===== src/rtl/alu_ctrl_md_pkg.sv =====
// Shared encodings for the MIPS ALU control and HI/LO multiply/divide sequencer.
// Holds the alu_sel, alu_class, wb_sel and funct codes, the sequencer state enum and the operation descriptor.
// Imported by the interface-level top and the iterative datapath core.
package alu_ctrl_md_pkg;

  // ALU select codes driven to the single-cycle datapath
  localparam logic [3:0] ALU_AND = 4'b0000;
  localparam logic [3:0] ALU_OR  = 4'b0001;
  localparam logic [3:0] ALU_ADD = 4'b0010;
  localparam logic [3:0] ALU_SUB = 4'b0110;
  localparam logic [3:0] ALU_SLT = 4'b0111;
  localparam logic [3:0] ALU_NOR = 4'b1100;
  localparam logic [3:0] ALU_ILL = 4'b1111;

  // ALU class from the main control unit
  localparam logic [1:0] CLS_ADD   = 2'b00;
  localparam logic [1:0] CLS_SUB   = 2'b01;
  localparam logic [1:0] CLS_RTYPE = 2'b10;
  localparam logic [1:0] CLS_RSVD  = 2'b11;

  // Writeback mux select
  localparam logic [1:0] WB_ALU = 2'b00;
  localparam logic [1:0] WB_HI  = 2'b01;
  localparam logic [1:0] WB_LO  = 2'b10;

  // R-type funct codes
  localparam logic [5:0] F_ADD   = 6'b100000;
  localparam logic [5:0] F_ADDU  = 6'b100001;
  localparam logic [5:0] F_SUB   = 6'b100010;
  localparam logic [5:0] F_SUBU  = 6'b100011;
  localparam logic [5:0] F_AND   = 6'b100100;
  localparam logic [5:0] F_OR    = 6'b100101;
  localparam logic [5:0] F_NOR   = 6'b100111;
  localparam logic [5:0] F_SLT   = 6'b101010;
  localparam logic [5:0] F_MFHI  = 6'b010000;
  localparam logic [5:0] F_MTHI  = 6'b010001;
  localparam logic [5:0] F_MFLO  = 6'b010010;
  localparam logic [5:0] F_MTLO  = 6'b010011;
  localparam logic [5:0] F_MULT  = 6'b011000;
  localparam logic [5:0] F_MULTU = 6'b011001;
  localparam logic [5:0] F_DIV   = 6'b011010;
  localparam logic [5:0] F_DIVU  = 6'b011011;

  typedef enum logic [1:0] {IDLE, RUN, FIN} state_t;

  // Multiply/divide descriptor: funct[1] selects divide, funct[0] selects unsigned
  typedef struct packed {
    logic is_div;
    logic is_signed;
  } md_op_t;

endpackage


===== src/rtl/alu_ctrl_md_if.sv =====
// Decode/sequencer bus between pipeline control and alu_ctrl_md.
// Master drives the decoded instruction and operands; slave returns selects, stall and HI/LO.
// XLEN must match the parameter of the alu_ctrl_md instance it is bound to.
interface alu_ctrl_md_if #(
  parameter int XLEN = 32
);
  logic            valid_in;
  logic [1:0]      alu_class;
  logic [5:0]      funct;
  logic [XLEN-1:0] rs_val;
  logic [XLEN-1:0] rt_val;
  logic [3:0]      alu_sel;
  logic [1:0]      wb_sel;
  logic            illegal;
  logic            busy;
  logic            stall;
  logic [XLEN-1:0] hi_out;
  logic [XLEN-1:0] lo_out;
  logic            md_done;

  modport master (
    output valid_in, alu_class, funct, rs_val, rt_val,
    input  alu_sel, wb_sel, illegal, busy, stall, hi_out, lo_out, md_done
  );

  modport slave (
    input  valid_in, alu_class, funct, rs_val, rt_val,
    output alu_sel, wb_sel, illegal, busy, stall, hi_out, lo_out, md_done
  );
endinterface


===== src/rtl/alu_ctrl_md_iter_core.sv =====
// Iterative radix-2 multiply (shift-add) / divide (restoring) on operand magnitudes with sign fix-up.
// Latency: start at edge 0, XLEN RUN steps, done high during FIN (after edge XLEN), results valid with done.
// start is only honoured in IDLE; the caller must hold requests while busy.
module alu_ctrl_md_iter_core
  import alu_ctrl_md_pkg::*;
#(
  parameter int XLEN = 32
) (
  input  logic            clk,
  input  logic            rst_n,
  input  logic            start,
  input  md_op_t          op,
  input  logic [XLEN-1:0] a,
  input  logic [XLEN-1:0] b,
  output logic            busy,
  output logic            done,
  output logic [XLEN-1:0] res_hi,
  output logic [XLEN-1:0] res_lo
);
  localparam int CNT_W = $clog2(XLEN) + 1;
  localparam logic [CNT_W-1:0] LAST = CNT_W'(XLEN - 1);

  state_t            state;
  logic [CNT_W-1:0]  cnt;
  // r: product upper half / partial remainder; q: multiplier -> product lower half / dividend -> quotient
  logic [XLEN-1:0]   r, q, d;
  logic              is_div, neg_lo, neg_hi, div_zero;

  logic              a_neg, b_neg;
  logic [XLEN-1:0]   a_mag, b_mag;
  logic [XLEN:0]     mul_sum, div_shift, div_diff;
  logic              div_ge;
  logic [2*XLEN-1:0] prod;

  // Operand magnitudes and sign flags at acceptance; unsigned ops never see a sign
  always_comb begin
    a_neg = op.is_signed & a[XLEN-1];
    b_neg = op.is_signed & b[XLEN-1];
    a_mag = a_neg ? -a : a;
    b_mag = b_neg ? -b : b;
  end

  // One radix-2 step: conditional add for multiply, trial subtract for divide
  always_comb begin
    mul_sum   = {1'b0, r} + (q[0] ? {1'b0, d} : '0);
    div_shift = {r, q[XLEN-1]};
    div_diff  = div_shift - {1'b0, d};
    div_ge    = div_shift >= {1'b0, d};
  end

  // Sign correction of the finished magnitudes; divide-by-zero forces an all-ones quotient
  always_comb begin
    prod = {r, q};
    if (neg_lo) prod = -prod;
    res_hi = prod[2*XLEN-1:XLEN];
    res_lo = prod[XLEN-1:0];
    if (is_div) begin
      res_hi = neg_hi ? -r : r;
      res_lo = div_zero ? '1 : (neg_lo ? -q : q);
    end
  end

  // Sequencer FSM with registered busy/done
  always_ff @(posedge clk or negedge rst_n) begin
    if (!rst_n) begin
      state    <= IDLE;
      cnt      <= '0;
      r        <= '0;
      q        <= '0;
      d        <= '0;
      is_div   <= 1'b0;
      neg_lo   <= 1'b0;
      neg_hi   <= 1'b0;
      div_zero <= 1'b0;
      busy     <= 1'b0;
      done     <= 1'b0;
    end else begin
      case (state)
        IDLE: begin
          if (start) begin
            r        <= '0;
            q        <= a_mag;
            d        <= b_mag;
            is_div   <= op.is_div;
            neg_lo   <= a_neg ^ b_neg;
            neg_hi   <= op.is_div & a_neg;
            div_zero <= op.is_div & (b == '0);
            cnt      <= '0;
            busy     <= 1'b1;
            state    <= RUN;
          end
        end
        RUN: begin
          if (is_div) begin
            r <= div_ge ? div_diff[XLEN-1:0] : div_shift[XLEN-1:0];
            q <= {q[XLEN-2:0], div_ge};
          end else begin
            r <= mul_sum[XLEN:1];
            q <= {mul_sum[0], q[XLEN-1:1]};
          end
          cnt <= cnt + CNT_W'(1);
          if (cnt == LAST) begin
            state <= FIN;
            done  <= 1'b1;
          end
        end
        FIN: begin
          state <= IDLE;
          busy  <= 1'b0;
          done  <= 1'b0;
        end
        default: state <= IDLE;
      endcase
    end
  end

endmodule


===== src/rtl/alu_ctrl_md.sv =====
// MIPS ALU control: combinational funct decode plus HI/LO registers fed by the iterative MD core.
// Decode is zero-latency; MULT/DIV results land in HI/LO XLEN+1 edges after acceptance.
// HI/LO-class instructions stall while the sequencer is busy; all other instructions never stall.
module alu_ctrl_md
  import alu_ctrl_md_pkg::*;
#(
  parameter int XLEN = 32
) (
  input logic          clk,
  input logic          rst_n,
  alu_ctrl_md_if.slave bus
);
  logic [3:0]      sel;
  logic [1:0]      wb;
  logic            known, md_fn, hilo_fn, mthi, mtlo;
  logic            md_op, md_start, mthi_wr, mtlo_wr;
  md_op_t          md_desc;
  logic            core_busy, core_done;
  logic [XLEN-1:0] res_hi, res_lo;
  logic [XLEN-1:0] hi_q, lo_q;

  // Instruction decode, independent of sequencer state
  always_comb begin
    sel     = ALU_ILL;
    wb      = WB_ALU;
    known   = 1'b0;
    md_fn   = 1'b0;
    hilo_fn = 1'b0;
    mthi    = 1'b0;
    mtlo    = 1'b0;
    case (bus.alu_class)
      CLS_ADD: begin sel = ALU_ADD; known = 1'b1; end
      CLS_SUB: begin sel = ALU_SUB; known = 1'b1; end
      CLS_RTYPE: begin
        known = 1'b1;
        case (bus.funct)
          F_ADD, F_ADDU: sel = ALU_ADD;
          F_SUB, F_SUBU: sel = ALU_SUB;
          F_AND:         sel = ALU_AND;
          F_OR:          sel = ALU_OR;
          F_NOR:         sel = ALU_NOR;
          F_SLT:         sel = ALU_SLT;
          F_MFHI: begin sel = ALU_ADD; wb = WB_HI; hilo_fn = 1'b1; end
          F_MFLO: begin sel = ALU_ADD; wb = WB_LO; hilo_fn = 1'b1; end
          F_MTHI: begin sel = ALU_ADD; mthi = 1'b1; hilo_fn = 1'b1; end
          F_MTLO: begin sel = ALU_ADD; mtlo = 1'b1; hilo_fn = 1'b1; end
          F_MULT, F_MULTU, F_DIV, F_DIVU: begin sel = ALU_ADD; md_fn = 1'b1; end
          default: known = 1'b0;
        endcase
      end
      CLS_RSVD: sel = ALU_ILL;
      default:  sel = ALU_ILL;
    endcase
  end

  // Acceptance: MD and MT operations only take effect while the sequencer is idle
  always_comb begin
    md_op          = bus.valid_in & (md_fn | hilo_fn);
    md_start       = bus.valid_in & md_fn & ~core_busy;
    mthi_wr        = bus.valid_in & mthi & ~core_busy;
    mtlo_wr        = bus.valid_in & mtlo & ~core_busy;
    md_desc.is_div    = bus.funct[1];
    md_desc.is_signed = ~bus.funct[0];
  end

  alu_ctrl_md_iter_core #(
    .XLEN(XLEN)
  ) u_core (
    .clk    (clk),
    .rst_n  (rst_n),
    .start  (md_start),
    .op     (md_desc),
    .a      (bus.rs_val),
    .b      (bus.rt_val),
    .busy   (core_busy),
    .done   (core_done),
    .res_hi (res_hi),
    .res_lo (res_lo)
  );

  // HI/LO: sequencer result wins; MTHI/MTLO can never coincide with it since they wait for idle
  always_ff @(posedge clk or negedge rst_n) begin
    if (!rst_n) begin
      hi_q <= '0;
      lo_q <= '0;
    end else if (core_done) begin
      hi_q <= res_hi;
      lo_q <= res_lo;
    end else begin
      if (mthi_wr) hi_q <= bus.rs_val;
      if (mtlo_wr) lo_q <= bus.rs_val;
    end
  end

  assign bus.alu_sel = sel;
  assign bus.wb_sel  = wb;
  assign bus.illegal = bus.valid_in & ~known;
  assign bus.busy    = core_busy;
  assign bus.stall   = core_busy & md_op;
  assign bus.md_done = core_done;
  assign bus.hi_out  = hi_q;
  assign bus.lo_out  = lo_q;

endmodule


===== src/flat_wrapper.sv =====
// flat-port wrapper written by rule: the top's interface ports become plain ports
module alu_ctrl_md_flat import alu_ctrl_md_pkg::*;
#(
  parameter int XLEN = 32
)
  (clk, rst_n, bus_valid_in, bus_alu_class, bus_funct, bus_rs_val, bus_rt_val, bus_alu_sel, bus_wb_sel, bus_illegal, bus_busy, bus_stall, bus_hi_out, bus_lo_out, bus_md_done);
  alu_ctrl_md_if #(.XLEN(XLEN)) bus_i ();
  input logic clk;
  input logic rst_n;
  input wire logic [$bits(bus_i.valid_in)-1:0] bus_valid_in;
  input wire logic [$bits(bus_i.alu_class)-1:0] bus_alu_class;
  input wire logic [$bits(bus_i.funct)-1:0] bus_funct;
  input wire logic [$bits(bus_i.rs_val)-1:0] bus_rs_val;
  input wire logic [$bits(bus_i.rt_val)-1:0] bus_rt_val;
  output wire logic [$bits(bus_i.alu_sel)-1:0] bus_alu_sel;
  output wire logic [$bits(bus_i.wb_sel)-1:0] bus_wb_sel;
  output wire logic [$bits(bus_i.illegal)-1:0] bus_illegal;
  output wire logic [$bits(bus_i.busy)-1:0] bus_busy;
  output wire logic [$bits(bus_i.stall)-1:0] bus_stall;
  output wire logic [$bits(bus_i.hi_out)-1:0] bus_hi_out;
  output wire logic [$bits(bus_i.lo_out)-1:0] bus_lo_out;
  output wire logic [$bits(bus_i.md_done)-1:0] bus_md_done;
  assign bus_i.valid_in = bus_valid_in;
  assign bus_i.alu_class = bus_alu_class;
  assign bus_i.funct = bus_funct;
  assign bus_i.rs_val = bus_rs_val;
  assign bus_i.rt_val = bus_rt_val;
  assign bus_alu_sel = bus_i.alu_sel;
  assign bus_wb_sel = bus_i.wb_sel;
  assign bus_illegal = bus_i.illegal;
  assign bus_busy = bus_i.busy;
  assign bus_stall = bus_i.stall;
  assign bus_hi_out = bus_i.hi_out;
  assign bus_lo_out = bus_i.lo_out;
  assign bus_md_done = bus_i.md_done;
  alu_ctrl_md #(.XLEN(XLEN)) u_core (.clk(clk), .rst_n(rst_n), .bus(bus_i));
endmodule

===== config.mk =====
export PLATFORM = sky130hd
export DESIGN_NAME = alu_ctrl_md_flat
export DESIGN_NICKNAME = d
export VERILOG_FILES = /design/src/rtl/alu_ctrl_md_pkg.sv /design/src/rtl/alu_ctrl_md_if.sv /design/src/rtl/alu_ctrl_md_iter_core.sv /design/src/rtl/alu_ctrl_md.sv /design/src/flat_wrapper.sv
export SDC_FILE = /design/constraint.sdc
export NUM_CORES = 1
export LEC_CHECK = 0
export CORE_MARGIN = 5
export CORE_UTILIZATION = 59
export CTS_CLUSTER_DIAMETER = 100
export CTS_CLUSTER_SIZE = 14
export DETAILED_ROUTE_END_ITERATION = 12
export PLACE_DENSITY = 0.82
export SLEW_MARGIN = 10
export SYNTH_ARGS = -nofsm -noshare
export SYNTH_HDL_FRONTEND = slang
export SYNTH_SLANG_ARGS = --single-unit

===== constraint.sdc =====
create_clock -name clk -period 4 [get_ports clk]
set_input_delay 0.8 -clock clk [delete_from_list [all_inputs] [get_ports clk]]
set_output_delay 0.8 -clock clk [all_outputs]
set_load 0.05 [all_outputs]

# ---- Word-level counts from Yosys, hierarchy flattened
# Cells that the tools add are included.
dict set report op_classes {
  div_mod_pow 0
  n_shift 0
  mux 43
  n_reduce_logical 19
  multipliers 0
  order_cmp 1
  add_sub_neg 8
  eq_ne 24
  bitwise_logic 18
}
# op count
set op_table {}
lappend op_table {{32-bit 2-to-1 mux} 17}
lappend op_table {{32-bit negation} 4}
lappend op_table {{32-bit case mux with 2 select lines} 2}
lappend op_table {{64-bit 2-to-1 mux} 1}
lappend op_table {{64-bit negation} 1}
lappend op_table {{6-bit by 5-bit == test with 1-bit output (second input constant)} 9}
lappend op_table {{6-bit == test (second input constant)} 8}
lappend op_table {{32-bit by 32-bit adder with 33-bit output} 1}
lappend op_table {{33-bit by 32-bit greater-or-equal comparator with 1-bit output} 1}
lappend op_table {{32-bit logical NOT} 1}
lappend op_table {{32-bit subtractor} 1}
lappend op_table {{4-bit case mux with 6 select lines} 1}
lappend op_table {{4-bit case mux with 4 select lines} 1}
lappend op_table {{16-bit OR reduction} 1}
lappend op_table {{1-bit AND} 13}
lappend op_table {{6-bit case mux with 2 select lines} 1}
lappend op_table {{1-bit 2-to-1 mux} 11}
lappend op_table {{2-bit AND reduction} 5}
lappend op_table {{2-bit nonzero test} 5}
lappend op_table {{10-bit OR reduction} 1}
lappend op_table {{2-bit case mux with 2 select lines} 2}
lappend op_table {{4-bit OR reduction} 2}
lappend op_table {{6-bit by 1-bit adder with 6-bit output (second input constant)} 1}
lappend op_table {{2-bit == test (second input constant)} 3}
lappend op_table {{11 further kinds} 20}
dict set report word_totals {
  latchBits 0
  ram_bits 0
  rom_bits 0
  reg_bits 174
  output_inout_bits 74
  memories 0
  in_bits 75
}

# ---- Depth between registers and ports, before layout
dict set report logic_depth {
  word_depth 8
  mapped_depth 15
  mapped_depth_nobuf 14
}

# ---- Modules after synthesis
# From an unflattened synthesis, not the netlist that was laid out.
dict set report unflattened {
  hier_cells 1989
  area_unflattened_um2 15849.0
}
# module area_per_inst_um2 cells_each seq_area_each_um2 n_inst
set by_module_without_submodules {}
lappend by_module_without_submodules {alu_ctrl_md_iter_core 11616.1 1553 2752.6 1}
lappend by_module_without_submodules {alu_ctrl_md 4232.8 436 1601.5 1}

# ---- Worst setup path before layout
# OpenSTA, ideal clock, no wires.
dict set report synth_path {
  path_type {input port to output port}
  from {in bus_funct[5]}
  to {out bus_wb_sel[0]}
  path_slack_ns 0.583
  path_stages 4
  arrival_time_ns 2.617
  required_ns 3.200
  cell_sequence {nand2b_1 > nor2_1 > nand2_1 > nor4_1}
}
dict set report synth_via {
  elab_chain_cells 3
  word_cells_on_any_way 4
  cone_classes {2 x eq/ne; 2 x mux}
}
# element line
set synth_rtl {}
lappend synth_rtl {{from (decl)} flat_wrapper.sv:12} ;# input wire logic [$bits(bus_i.funct)-1:0] bus_funct;
lappend synth_rtl {{6-bit by 5-bit == test with 1-bit output} alu_ctrl_md.sv:36} ;# case (bus.funct)
lappend synth_rtl {{2-bit case mux with 2 select lines *} alu_ctrl_md.sv:36}
lappend synth_rtl {{2-bit 2-to-1 mux *} alu_ctrl_md.sv:31} ;# case (bus.alu_class)
lappend synth_rtl {{to (decl)} flat_wrapper.sv:16} ;# output wire logic [$bits(bus_i.wb_sel)-1:0] bus_wb_sel;
# Every way passes the cells marked *; elsewhere a longest branch is shown, timed or not.

# ---- Worst setup path in the final report
dict set report layout_path {
  from {reg u_core.u_core.q[31]}
  to {reg u_core.u_core.r[30]}
}
dict set report layout_via {
  elab_chain_cells 4
  word_cells_on_any_way 5
  cone_classes {1 x add/sub; 1 x order compare; 3 x mux}
}
# element line
set layout_rtl {}
lappend layout_rtl {{from (decl)} alu_ctrl_md_iter_core.sv:26} ;# logic [XLEN-1:0] r, q, d;
lappend layout_rtl {{from (signal assigned)} alu_ctrl_md_iter_core.sv:82} ;# q <= a_mag;
lappend layout_rtl {{from (signal assigned)} alu_ctrl_md_iter_core.sv:96} ;# q <= {q[XLEN-2:0], div_ge};
lappend layout_rtl {{from (signal assigned)} alu_ctrl_md_iter_core.sv:99} ;# q <= {mul_sum[0], q[XLEN-1:1]};
lappend layout_rtl {{32-bit subtractor or 33-bit by 32-bit greater-or-equal comparator with 1-bit output (tied branches)} {alu_ctrl_md_iter_core.sv:47, alu_ctrl_md_iter_core.sv:48}}
lappend layout_rtl {{32-bit 2-to-1 mux *} alu_ctrl_md_iter_core.sv:95} ;# r <= div_ge ? div_diff[XLEN-1:0] : div_shift[XLEN-1:0];
lappend layout_rtl {{32-bit 2-to-1 mux *} alu_ctrl_md_iter_core.sv:94} ;# if (is_div) begin
lappend layout_rtl {{32-bit case mux with 2 select lines *} alu_ctrl_md_iter_core.sv:78} ;# case (state)
lappend layout_rtl {{to (signal assigned)} alu_ctrl_md_iter_core.sv:95}
lappend layout_rtl {{to (signal assigned)} alu_ctrl_md_iter_core.sv:98} ;# r <= mul_sum[XLEN:1];
lappend layout_rtl {{to (decl)} alu_ctrl_md_iter_core.sv:26}
# Marks and branches as above.
# A chain may end at the register's enable or synchronous reset.

==> results.md <==
Synthesis:
- The cell area after technology mapping is 0.0145 sq mm.
- The synthesized design contains 174 register bits.
- By area the synthesized netlist is led by dfrtp_1 30%, xor2_1 6.2%, ha_1 6.0%.
- The synthesis warning total is 0.
- dfrtp_1 takes more of the synthesized area than any other cell.
- Of the synthesized area, sequential elements account for 0.300.
- In the synthesized netlist the dominant register cell turns out to be dfrtp_1.
- The cell count after synthesis is around 1800.
- The count of distinct cell types in the synthesized netlist is 72.
- The area share of the largest cell type after synthesis is 0.300.
- The net count after synthesis is 1953.
- The number of enable-type register cells in the synthesized netlist is 0.
- A synthesized cell averages 8.03 sq um.
- The async set or reset register ratio after synthesis is 1.00.

Timing:
- Setup repair after global routing left no endpoint under its margin.
- The max-slew violation count is 0.
- The hold violation count in the final report came to 0.
- The final cycle utilization of the critical path is 0.957.
- The worst clock skew is 0.0121 ns.
- The time the worst path needs with I/O delays and setup is 3.83 ns.
- At the pin with the least slew margin, the transition time is 0.949 ns.
- Headroom to the max-slew limit came out at 0.367.
- Setup violations remaining at the end of the flow were counted as 0.
- The final worst setup slack is 0.173 ns.
- The highest attainable clock frequency is 0.261 GHz.

Placement:
- The post-detailed-placement half-perimeter wirelength is approximately 34000 um.
- The number of buffer cells added on primary ports is about 150.
- Routability-driven placement finished with a final weighted congestion of 1.03.
- The worst setup timing slack at the placement stage is -0.0143 ns.
- The post-placement cell count is 2261.
- The placed instances occupy a cell area of approximately 0.017 sq mm.

Cells and area:
- The area growth from synthesis to layout is 19.3%.
- In the final layout, flip-flops and latches occupy 0.00436 sq mm.
- After routing the design area is 0.0173 sq mm.
- The number of nets in the final layout is 2103.
- The diode insertion count for antenna repair is 0.
- The final standard cell utilization of the core is 0.714.
- The finished layout holds 2294 standard cells, fillers aside.
- The fill cell instance count of the final layout is 1929.
- In the final layout, the multi-input gates occupy roughly 0.0095 sq mm.
- Of the cells placed in the final design, the portion with a size suffix greater than 1 is 0.0853.

Clocking:
- The maximum number of buffers from clock root to sink is 2.
- The register clock-pin slew on the reported worst setup and hold paths is 0.08 ns.
- The cell sitting at the root of the clock tree is a clkbuf_16.
- The deepest level of the CTS H-tree is 4.
- TritonCTS built the clock tree.
- The latest clock arrival within the worst-skew pair is 0.44 ns.
- Clock tree synthesis inserted a total of 17 buffers.
- The clock drives roughly 170 sinks.

Global route:
- Entering global routing, the biggest net connects 98 pins.
- The via count of the first global-routing pass is 14200.
- The overflow left after global routing is 0.
- For this run, global-route usage on met1 was measured as 0.413.
- In the global route stage, met2 resource usage came out at 0.537.
- The initial antenna violation count was 0.
- The first-pass GRT wire length is 73500 um.
- The layer with the highest usage is met2.
- For this run, global-route usage on met3 was measured as 0.0498.
- For this run, the total global-route usage over all layers was measured as 0.319.

Setup path:
- The number of buffers and inverters on the critical path is 3.
- By instance count, the cell type seen most on the critical path is inv_1.
- STA classifies the critical path startpoint as a flop.
- Traced cell by cell, the critical path runs through inv_1, ha_1, inv_1, fa_1, a21o_1, a221oi_1, buf_4, or4_1, a311o_1, nand3_1, o311ai_0, o21ai_0, xor2_1, or3_1, a32o_1.
- In this run the worst path has a maximum fanout of 4.
- In this design, the stage delay of the slowest critical-path cell is 0.58 ns.
- The worst register-to-register path has a setup slack of 0.17 ns.
- In this run the critical register-to-register path is captured at u_core.u_core.r[30].
- The most critical setup path has its startpoint at u_core.u_core.q[31].
- Data arrives at the worst endpoint at around 4.2 ns.
- The data required time of the worst path is ~4.3 ns.
- The worst reg-to-reg path cell count is 15.
- STA classifies the critical path endpoint as a flop.
- In this design, the largest share of critical-path delay is due to compound AO/OA/AOI/OAI gates.
- The critical path's slowest cell is or4_1.
- The number of cells on the critical path is 15.
- The launch instance of the worst register-to-register path is u_core.u_core.q[31].
- The worst setup path is of the flop to flop kind.
- The termination of the worst setup path is u_core.u_core.r[30].

Power:
- For this design the static power due to leakage is 7.45 nW.
- The worst-case IR drop observed on VDD is between 300 and 400 uV.
- The areal power density over the cells is 484 mW/mm^2.
- Summing internal, switching and leakage power gives 8.38 mW.

Floorplan:
- From bottom edge to top edge, the die measures 167 um.
- The standard-cell row count is 57.
- After floorplanning, the core was sized to cover 0.0242 sq mm.
- The starting density of the core is 0.598.
- The die outline width is 167 um.
- The floorplan step defined a die boundary enclosing between 0.02 and 0.03 sq mm.
- The I/O pin count is 149.

Route:
- The routed length per placed instance is 19.8 um.
- The count of nets left with antenna violations once routing finished came out at 0.
- The routed layout has roughly 15000 vias.
- The remaining design rule violation count is 0.
- The first-pass iteration count of the detailed router is 6.
- The first routing iteration left about 1500 violations.
- In the routed layout, each cell is associated on average with a via count of about 6.4.
- After detailed routing, the total wire length is 45500 um.

Run:
- The number of max-cap violations is 0.

Status:
- The flow ran to the end, and the final reports show no timing, DRC or antenna violations.

Worst hold path:
- The tightest min-delay check is of the primary input to asynchronous set/reset pin type.
[sequential cells by signal (all words and copies together), names as in the netlist, 2 cells and up]
register	cells
u_core.bus.hi_out	32
u_core.u_core.state	2
u_core.u_core.r	32
u_core.bus.lo_out	32
u_core.u_core.q	32
u_core.u_core.d	32
u_core.u_core.cnt	6
[cell families after synthesis]
group,count (synthesis),synth area share
flip-flops,174,0.300
XOR/XNOR,169,0.102
adder cells (fa/ha/maj),71,0.0623
buffers and inverters,173,0.0472
AND/OR/NAND/NOR,563,0.188
multiplexers,73,0.0504
AO/OA/AOI/OAI,584,0.250
[synth_stat cells (20+ instances only)]
cell      instances
xnor2_1          67
a211oi_1         72
xor2_1          102
o31ai_1          25
a21o_1           25
or3_1            20
nor2b_1          47
dfrtp_1         174
nor2_1          158
nand2_1         166
ha_1             69
nand2b_1         29
a21oi_1         172
clkbuf_1         96
inv_1            64
mux2i_1          73
nor3_1           31
nand3_1          26
o21ai_0         171
[power by group]
group	internal, mW	total [mW]	switching [mW]
combinational	1.78	4.17	2.39
sequential	2.01	2.50	0.492
clock	0.872	1.71	0.834
total	4.67	8.38	3.72
[per-layer routing]
layer	routed length, um	vias to the layer above
met5	0	-
met4	1730	0
met3	3750	134
met2	21700	738
met1	18300	6951
li1	-	6806
[worst reg2reg max path: cells and delay by family, from the launching register on]
kind	cells	cell delay (ns)
xor gates and xnor gates	1	0.13
and+or+nand+nor	3	0.98
adders and majority gates	2	0.44
DFF	1	0.36
buffers and inverters	3	0.34
AOI/OAI and AO/OA	6	1.48
[worst min-delay path by stage]
| stage | start | end | slack [ns] |
|---|---|---|---|
| 3_3_place_gp | u_core.u_core.d[22] | u_core.u_core.d[22] | 0.46 |
| 5_1_grt | rst_n | u_core.bus.lo_out[22] | 0.45 |
| 6_report | rst_n | u_core.bus.lo_out[22] | 0.40 |
| 4_1_cts | rst_n | u_core.bus.lo_out[22] | 0.43 |
| 2_1_floorplan | u_core.u_core.d[11] | u_core.u_core.d[11] | 0.45 |
| 3_5_place_dp | u_core.u_core.d[7] | u_core.u_core.d[7] | 0.47 |
[layout make-up]
class                   count  area share
multi-input cells        1460       0.548
inverters                  64      0.0141
repair buffers            240       0.128
clock inverters            13     0.00773
well taps                 324      0.0234
clock buffers              19      0.0262
flip-flops and latches    174       0.252
[cells in the final DEF, fill, tap and decap left out, types with 6 or more instances in the layout]
cell / synthesis / layout
o21a_1: 7 / 7
nand2b_1: 29 / 29
nand3_1: 26 / 25
xnor2_1: 67 / 67
o221ai_1: 6 / 6
nor3_1: 31 / 30
o21ai_0: 171 / 170
nor2b_1: 47 / 46
nor2_1: 158 / 157
inv_1: 64 / 63
nand2_1: 166 / 166
a22oi_1: 10 / 10
and2_1: 9 / 9
o31ai_1: 25 / 25
xor2_1: 102 / 102
nand4_1: 14 / 14
nor4_1: 14 / 14
clkdlybuf4s50_1: 0 / 142
buf_4: 0 / 92
inv_8: 0 / 8
a41oi_1: 6 / 6
o41ai_1: 9 / 9
a211oi_1: 72 / 72
or4_1: 8 / 8
clkbuf_16: 0 / 17
a21oi_1: 172 / 172
o211ai_1: 9 / 9
ha_1: 69 / 69
a21o_1: 25 / 25
o21bai_1: 8 / 8
or2_2: 10 / 9
dfrtp_1: 174 / 172
mux2i_1: 73 / 73
and3_1: 6 / 6
or3_1: 20 / 20
a31oi_1: 14 / 14
[per-stage QoR]
stage / TNS [ns] / hold WS, ns
2_1_floorplan: 0 / 0.450
3_3_place_gp: 0 / 0.464
3_5_place_dp: -0.0231 / 0.471
4_1_cts: 0 / 0.429
5_1_grt: 0 / 0.448
6_report: 0 / 0.395
[timing repair]
action | CTS | global route
buffers inserted | 0 | 1
resized for setup | 0 | 3
endpoints found under the setup margin | 0 | 4
hold buffers | 0 | 0
Power figures use the tool's default switching activity.
